File: config.mk
export PLATFORM = sky130hd
export DESIGN_NAME = control_multiciclo
export DESIGN_NICKNAME = d
export VERILOG_FILES = /design/src/rtl/control_pkg.sv /design/src/rtl/alu_control_decoder.sv /design/src/rtl/control_multiciclo.sv
export SDC_FILE = /design/constraint.sdc
export NUM_CORES = 1
export LEC_CHECK = 0
export ABC_CLOCK_PERIOD_IN_PS = 3700
export CORE_UTILIZATION = 45
export CTS_BUF_LIST = sky130_fd_sc_hd__clkbuf_8
export CTS_CLUSTER_DIAMETER = 60
export DETAILED_ROUTE_END_ITERATION = 16
export GPL_TIMING_DRIVEN = 0
export PLACE_DENSITY = 0.86
export SYNTH_ARGS = -nofsm -noshare
export SYNTH_HDL_FRONTEND = slang
export SYNTH_SLANG_ARGS = --single-unit
export TNS_END_PERCENT = 20
File: constraint.sdc
create_clock -name CLK -period 3.7 [get_ports CLK]
set_input_delay 0.74 -clock CLK [delete_from_list [all_inputs] [get_ports CLK]]
set_output_delay 0.74 -clock CLK [all_outputs]
set_load 0.005 [all_outputs]
File: src/rtl/control_pkg.sv
// Shared types and encodings for the multicycle RV32I control unit.
package control_pkg;

  typedef enum logic [2:0] {
    ST_IDLE   = 3'd0,
    ST_DECODE = 3'd1,
    ST_EXEC   = 3'd2,
    ST_MEM    = 3'd3,
    ST_WB     = 3'd4
  } state_e;

  typedef enum logic [2:0] {
    IMM_I = 3'd0,
    IMM_S = 3'd1,
    IMM_B = 3'd2,
    IMM_U = 3'd3
  } imm_sel_e;

  // Only the instruction fields the controller decodes; register indices
  // and immediates are consumed by the datapath directly.
  typedef struct packed {
    logic [6:0] funct7;
    logic [2:0] funct3;
    logic [6:0] opcode;
  } ir_fields_t;

  localparam logic [6:0] OP_R      = 7'b0110011;
  localparam logic [6:0] OP_IMM    = 7'b0010011;
  localparam logic [6:0] OP_LOAD   = 7'b0000011;
  localparam logic [6:0] OP_STORE  = 7'b0100011;
  localparam logic [6:0] OP_BRANCH = 7'b1100011;
  localparam logic [6:0] OP_LUI    = 7'b0110111;
  localparam logic [6:0] OP_AUIPC  = 7'b0010111;

  localparam logic [2:0] F3_BEQ = 3'b000;
  localparam logic [2:0] F3_BNE = 3'b001;

  localparam logic [3:0] ALU_ADD   = 4'b0000;
  localparam logic [3:0] ALU_SUB   = 4'b0111;
  localparam logic [3:0] ALU_SLT   = 4'b0100;
  localparam logic [3:0] ALU_SLTU  = 4'b1100;
  localparam logic [3:0] ALU_AND   = 4'b0010;
  localparam logic [3:0] ALU_OR    = 4'b0001;
  localparam logic [3:0] ALU_XOR   = 4'b1001;
  localparam logic [3:0] ALU_PASSB = 4'b0110;
  localparam logic [3:0] ALU_SLL   = 4'b1000;
  localparam logic [3:0] ALU_SRL   = 4'b1010;
  localparam logic [3:0] ALU_SRA   = 4'b1110;

endpackage

File: src/rtl/alu_control_decoder.sv
// Combinational map of opcode/funct3/funct7 to the ALU code and a legality flag.
module alu_control_decoder
  import control_pkg::*;
(
  input  logic [6:0] opcode_i,
  input  logic [2:0] funct3_i,
  input  logic [6:0] funct7_i,
  output logic [3:0] alu_code_o,
  output logic       legal_o
);

  logic [3:0] arith_code;

  // Shared funct3 map for register and immediate ALU ops; funct7[5] picks SRA.
  always_comb begin
    arith_code = ALU_ADD;
    unique case (funct3_i)
      3'b000: arith_code = ALU_ADD;
      3'b001: arith_code = ALU_SLL;
      3'b010: arith_code = ALU_SLT;
      3'b011: arith_code = ALU_SLTU;
      3'b100: arith_code = ALU_XOR;
      3'b101: arith_code = funct7_i[5] ? ALU_SRA : ALU_SRL;
      3'b110: arith_code = ALU_OR;
      3'b111: arith_code = ALU_AND;
      default: arith_code = ALU_ADD;
    endcase
  end

  // Per-opcode selection; ADDI never becomes SUB because only R-type overrides.
  always_comb begin
    alu_code_o = ALU_ADD;
    legal_o    = 1'b0;
    unique case (opcode_i)
      OP_R: begin
        alu_code_o = (funct3_i == 3'b000 && funct7_i[5]) ? ALU_SUB : arith_code;
        legal_o    = (funct7_i == 7'h00) || (funct7_i == 7'h20);
      end
      OP_IMM: begin
        alu_code_o = arith_code;
        legal_o    = 1'b1;
      end
      OP_LOAD, OP_STORE, OP_AUIPC: begin
        alu_code_o = ALU_ADD;
        legal_o    = 1'b1;
      end
      OP_BRANCH: begin
        alu_code_o = ALU_SUB;
        legal_o    = (funct3_i == F3_BEQ) || (funct3_i == F3_BNE);
      end
      OP_LUI: begin
        alu_code_o = ALU_PASSB;
        legal_o    = 1'b1;
      end
      default: begin
        alu_code_o = ALU_ADD;
        legal_o    = 1'b0;
      end
    endcase
  end

endmodule

File: src/rtl/control_multiciclo.sv
// Multicycle RV32I control unit: accepts one instruction, sequences it through
// decode/execute/memory/write-back and drives the datapath strobes.
//
//   state     | meaning
//   ----------+-----------------------------------------------------------
//   ST_IDLE   | ready for a new instruction, IR loads on VALID
//   ST_DECODE | legality check, ILLEGAL pulse on unsupported encodings
//   ST_EXEC   | ALU op and operand selects driven; branches resolve here
//   ST_MEM    | load/store request held until MEM_READY or timeout
//   ST_WB     | register write strobe and retire
module control_multiciclo
  import control_pkg::*;
#(
  parameter int unsigned MEM_TIMEOUT = 0
) (
  input  logic        CLK,
  input  logic        RESET,
  input  logic [31:0] INSTR,
  input  logic        INSTR_VALID,
  output logic        INSTR_READY,
  input  logic        ZERO,
  input  logic        MEM_READY,
  output logic [3:0]  ALU_CONTROL,
  output logic        SRC_A,
  output logic        SRC_B,
  output logic [2:0]  IMM_SEL,
  output logic        REG_WRITE,
  output logic        MEM_READ,
  output logic        MEM_WRITE,
  output logic        PC_WRITE,
  output logic        DONE,
  output logic        ILLEGAL
);

  // Down-counter reload: the abort fires in the cycle the counter sits at zero.
  localparam int unsigned CNT_W = (MEM_TIMEOUT > 1) ? $clog2(MEM_TIMEOUT) : 1;
  localparam logic [CNT_W-1:0] CNT_LOAD =
    (MEM_TIMEOUT > 0) ? CNT_W'(MEM_TIMEOUT - 1) : '0;

  state_e           state_q, state_d;
  ir_fields_t       ir_q, ir_d;
  logic [CNT_W-1:0] tmr_q, tmr_d;
  logic [3:0]       alu_code;
  logic             legal;
  logic             is_load;
  logic             unused_operand_bits;

  assign unused_operand_bits = ^{INSTR[24:15], INSTR[11:7]};
  assign is_load = (ir_q.opcode == OP_LOAD);

  alu_control_decoder u_alu_dec (
    .opcode_i   (ir_q.opcode),
    .funct3_i   (ir_q.funct3),
    .funct7_i   (ir_q.funct7),
    .alu_code_o (alu_code),
    .legal_o    (legal)
  );

  // Next state and strobes; every output is forced low while RESET is high.
  always_comb begin
    state_d     = state_q;
    ir_d        = ir_q;
    tmr_d       = tmr_q;
    INSTR_READY = 1'b0;
    ALU_CONTROL = ALU_ADD;
    SRC_A       = 1'b0;
    SRC_B       = 1'b0;
    IMM_SEL     = IMM_I;
    REG_WRITE   = 1'b0;
    MEM_READ    = 1'b0;
    MEM_WRITE   = 1'b0;
    PC_WRITE    = 1'b0;
    DONE        = 1'b0;
    ILLEGAL     = 1'b0;
    if (!RESET) begin
      unique case (state_q)
        ST_IDLE: begin
          INSTR_READY = 1'b1;
          if (INSTR_VALID) begin
            ir_d    = '{funct7: INSTR[31:25], funct3: INSTR[14:12], opcode: INSTR[6:0]};
            state_d = ST_DECODE;
          end
        end
        ST_DECODE: begin
          if (!legal) begin
            ILLEGAL = 1'b1;
            state_d = ST_IDLE;
          end else begin
            state_d = ST_EXEC;
          end
        end
        ST_EXEC: begin
          ALU_CONTROL = alu_code;
          state_d     = ST_WB;
          unique case (ir_q.opcode)
            OP_R: ;
            OP_IMM: SRC_B = 1'b1;
            OP_LOAD: begin
              SRC_B   = 1'b1;
              state_d = ST_MEM;
              tmr_d   = CNT_LOAD;
            end
            OP_STORE: begin
              SRC_B   = 1'b1;
              IMM_SEL = IMM_S;
              state_d = ST_MEM;
              tmr_d   = CNT_LOAD;
            end
            OP_BRANCH: begin
              IMM_SEL  = IMM_B;
              PC_WRITE = (ir_q.funct3 == F3_BNE) ? !ZERO : ZERO;
              DONE     = 1'b1;
              state_d  = ST_IDLE;
            end
            OP_LUI: begin
              SRC_B   = 1'b1;
              IMM_SEL = IMM_U;
            end
            OP_AUIPC: begin
              SRC_A   = 1'b1;
              SRC_B   = 1'b1;
              IMM_SEL = IMM_U;
            end
            default: state_d = ST_IDLE;
          endcase
        end
        ST_MEM: begin
          MEM_READ  = is_load;
          MEM_WRITE = !is_load;
          if (MEM_READY) begin
            if (is_load) begin
              state_d = ST_WB;
            end else begin
              DONE    = 1'b1;
              state_d = ST_IDLE;
            end
          end else if (MEM_TIMEOUT != 0 && tmr_q == '0) begin
            ILLEGAL = 1'b1;
            state_d = ST_IDLE;
          end else begin
            tmr_d = tmr_q - CNT_W'(1);
          end
        end
        ST_WB: begin
          REG_WRITE = 1'b1;
          DONE      = 1'b1;
          state_d   = ST_IDLE;
        end
        default: state_d = ST_IDLE;
      endcase
    end
  end

  // State, instruction register and MEM timer with synchronous reset.
  always_ff @(posedge CLK) begin
    if (RESET) begin
      state_q <= ST_IDLE;
      ir_q    <= '0;
      tmr_q   <= '0;
    end else begin
      state_q <= state_d;
      ir_q    <= ir_d;
      tmr_q   <= tmr_d;
    end
  end

endmodule

# Yosys cells after proc, flatten, opt, wreduce, memory -nomap -nowiden
# Index checks and enable logic that the tools add are counted.
[classes]
eq_ne = 21
muxes = 42
n_reduce_logical = 14
[op_table]
columns = ["operator", "n"]
rows = [
  ["$pmux 4 s8", 1],
  ["$eq 7x6->1 const B", 4],
  ["$mux 1", 25],
  ["$pmux 4 s4", 1],
  ["$eq 3x3->1 const B", 5],
  ["$eq 7x5->1 const B", 2],
  ["$eq 3x2->1 const B", 4],
  ["$mux 3", 4],
  ["$mux 4", 3],
  ["$pmux 3 s4", 1],
  ["$eq 7x2->1 const B", 1],
  ["$eq 7x7->1 const B", 1],
  ["$logic_not 7->1", 1],
  ["$eq 3x1->1 const B", 2],
  ["$logic_not 3->1", 2],
  ["$mux 2", 3],
  ["$pmux 1 s3", 2],
  ["$pmux 2 s3", 1],
  ["$pmux 3 s2", 1],
  ["$reduce_or 5->1", 1],
  ["$ne 2x2->1 const B", 2],
  ["$reduce_and 2->1", 2],
  ["$reduce_or 2->1", 2],
  ["$reduce_or 4->1", 1],
  ["3 further kinds", 5],
]
[word_totals]
regBits = 20
in_bits = 37

# Logic depth before layout (Yosys ltp)
[logic_depth]
word_depth = 6
mapped_depth = 6
depth_no_buf = 4

# Hierarchy
# From an unflattened synthesis, not the netlist that was laid out.
[hier_totals]
hier_cells = 160
area_unflattened_um2 = 1219.9
[by_module_without_submodules]
columns = ["mod", "instances", "cells_per_inst", "area_per_inst_um2"]
rows = [
  ["control_multiciclo", 1, 129, 1008.5],
  ["alu_control_decoder", 1, 31, 211.5],
]

# Least setup slack after synthesis
# OpenSTA, ideal clock, no wires.
[synth_path]
kind = "input to output"
startpoint = "input port RESET"
endpoint = "output port ALU_CONTROL[3]"
t_arrival_ns = 1.807
required_time_ns = 2.960
path_slack_ns = 1.153
stages = 4
path_buffers = 0
path_cell_list = "nor4b_4 > nand4b_4 > or3_4 > a211oi_2"
[synth_between]
elab_chain_len = 1
[synth_lines]
columns = ["item", "line_no", "rtl"]
rows = [
  ["start: declaration", "control_multiciclo.sv:17", "input logic RESET,"],
  ["$mux 4", "control_multiciclo.sv:75", "if (!RESET) begin"],
  ["end: declaration", "control_multiciclo.sv:23", "output logic [3:0] ALU_CONTROL,"],
]
# Every way passes these cells.

# Worst setup path in the final report
# Same ends and word-level chain as after synthesis.

==> flow_summary.json <==
{
  "r2r_start": "state_q[0]",
  "dieArea_um2": 2790,
  "place_congestion": 0.7925,
  "final.setup_skew_ns": 0.0007114,
  "die_w_um": 52.83,
  "drc": 0,
  "clock_latency_ns": 0.26,
  "syn_area_um2": 1162,
  "syn-num-nets": 192,
  "drive_gt1_share_pct": 8.673,
  "fin_crit_ns": 3.508,
  "cts_hold_buf": 0,
  "ys_seq_area_share_pct": 34.45,
  "insertedDiodeCount": 0,
  "vias_per_cell": 5.615,
  "track_usage_pct": 24.65,
  "most-common-layout-cells": "37 x nand2_1, 35 x clkdlybuf4s50_1, 20 x dfxtp_1, 19 x a21oi_1, 10 x nor2_1",
  "grt_antenna_before_repair": 0,
  "grt_busiest_layer": "met2",
  "avgSynthCellArea_um2": 7.499,
  "cp.arrival_ns": 2.77,
  "die_y_um": 52.83,
  "tightest_slew_ns": 0.7739,
  "async_reset_ff_share_pct": 0,
  "drt_iter0_drc": 40,
  "first_global_vias": 1116,
  "timing.rr.end": "ir_q[8]",
  "start_kind": "primary input",
  "synth_warnings": 0,
  "crit_path_end": "ALU_CONTROL[3]",
  "nFillCells": 202,
  "hpwl_um": 2310,
  "clk_pin_slew_ns": 0.08,
  "slew_headroom_pct": 48.27,
  "tritoncts": "done",
  "rows": 18,
  "dr.pass1.iters": 4,
  "htreeDepth": 1,
  "use_met2_pct": 40.72,
  "reg2regPathDepth": 4,
  "totalWireLength_um": 3115,
  "ys_seq_elements": 20,
  "fin_crit_sh_pct": 94.81,
  "synthFlopType": "dfxtp_1",
  "worstSetupStartpoint": "RESET",
  "status": "finished, final reports clean",
  "maxSlewViolCount": 0,
  "p_leak_nw": 0.5979,
  "ys_types": 40,
  "finalInstanceArea_um2": 1638,
  "grt_max_degree": 13,
  "cts_sinks": 20,
  "wl_per_cell_um": 13.78,
  "postLayoutSetupSlackWorst_ns": 0.1920,
  "fin_setup_tns_ns": 0,
  "placed_cell_area_um2": 1560,
  "maxCapViolations": 0,
  "endpoint_kind": "output port",
  "worstHoldPathType": "register to register",
  "port_buffers": 36,
  "criticalPathCategory": "primary input to output port",
  "final_common_cell": "nand2_1",
  "rrSetupSlack_ns": 1.95,
  "synthToLayoutAreaGrowth_pct": 40.90,
  "syn_inst": 155,
  "ir_worst_vdd_uv": 287.9,
  "nets": 234,
  "grt_pass1_wl_um": 5043,
  "num_vias": 1269,
  "required_ns": 2.96,
  "fmax_ghz": 0.2851,
  "hold_viol": 0,
  "initial_core_util_pct": 47.35,
  "rsz0062_at_grt": "no",
  "timing.critical_path.fanout_max": 7,
  "io_pins": 53,
  "root_buffer": "clkbuf_8",
  "use_met1_pct": 32.28,
  "clockBufferDepth": 2,
  "core_um2": 2455,
  "ant_nets": 0,
  "met3_usage_pct": 3.478,
  "setup_violations": 0,
  "synth_edf_count": 0,
  "numCtsBuffers": 3,
  "p_per_area_nw_per_um2": 340.7,
  "overflow": 0,
  "dpl_worst_slack_ns": 0.01153
}
[through the flow]
| step | instances | power, mW | utilization (%) | hold WS (ns) |
|---|---|---|---|---|
| 5_1_grt | 226 | 0.5784 | 66.72 | 0.4911 |
| 2_1_floorplan | 155 | 0.2958 | - | 0.4360 |
| 6_report | 226 | 0.5580 | 66.72 | 0.4648 |
| 4_1_cts | 226 | 0.5569 | 66.72 | 0.4651 |
| 3_5_place_dp | 221 | 0.3386 | 63.56 | 0.4538 |
| 3_3_place_gp | 221 | 0.3331 | 63.56 | 0.4441 |
[timing repair]
item                                    CTS  global route
buffers inserted                          1             0
hold endpoints to repair                  0             0
gates resized for setup                   1             0
endpoints found under the setup margin    1             0
[state kept, by name, summed over array words and instances, names as in the netlist]
name,cells
ir_q,17
state_q,3
[worst max-delay path, cell delays in order]
cell,delay [ns]
dlygate4sd2_1,0.30
nor4b_4,0.38
nand4b_4,0.20
or3_4,0.43
a211oi_2,0.20
clkdlybuf4s50_1,0.52
[synthesized netlist by cell type (2+ instances only)]
cell type	number	share of area, %
nand2_1	37	12
dfxtp_1	20	34
a21oi_1	19	8.2
nor2_1	10	3.2
clkbuf_1	7	2.3
nor2b_1	6	3.2
nor3_1	4	1.7
nor4_1	4	2.2
buf_2	3	1.3
nand3_1	3	1.3
nand3b_1	3	1.9
o21ai_0	3	1.3
a31oi_1	2	1.1
and2_1	2	1.1
and3_1	2	1.1
inv_1	2	0.65
nand2b_1	2	1.1
nor4b_1	2	1.5
o22ai_1	2	1.1
or2_2	2	1.1
[power by group]
group / leakage, nW / internal [mW] / switching [mW]
logic: 0.398 / 0.0472 / 0.0480
registers: 0.164 / 0.228 / 0.0120
clock network: 0.0357 / 0.145 / 0.0783
total: 0.598 / 0.420 / 0.138
[kinds of logic (layout without fill, tap and decap cells)]
group / count (synthesis) / count (layout) / share of synthesized area (%)
and+or+nand+nor: 84 / 84 / 40.15
other: 1 / 1 / 0.3226
muxes: 1 / 1 / 0.8612
AOI/OAI and AO/OA: 35 / 35 / 18.62
DFF: 20 / 20 / 34.45
xor gates and xnor gates: 1 / 1 / 0.7536
buffers and inverters: 13 / 54 / 4.844
[worst min-delay path by stage]
stage | depth (start not counted) | endpoint | start
6_report | 2 | ir_q[13] | ir_q[13]
5_1_grt | 2 | ir_q[13] | ir_q[13]
2_1_floorplan | 2 | ir_q[14] | ir_q[14]
4_1_cts | 2 | ir_q[11] | ir_q[11]
3_3_place_gp | 2 | ir_q[12] | ir_q[12]
3_5_place_dp | 2 | ir_q[11] | ir_q[11]
[metal layers]
metal / wire [um] / vias up
met5: 0 / -
met4: 31 / 0
met3: 136 / 6
met2: 1575 / 35
met1: 1371 / 602
li1: - / 626
[area by class of cell]
class	instances	area (um^2)	area share [%]
multi-input cells	122	705.7	43.09
flip-flops and latches	20	400.4	24.45
repair buffers	37	366.6	22.38
plain buffers	11	48.80	2.979
clock buffers	3	41.29	2.521
well taps	30	37.54	2.292
clock inverters	1	30.03	1.833
inverters	2	7.507	0.4584
No activity file was read; power rests on OpenSTA's default activity.
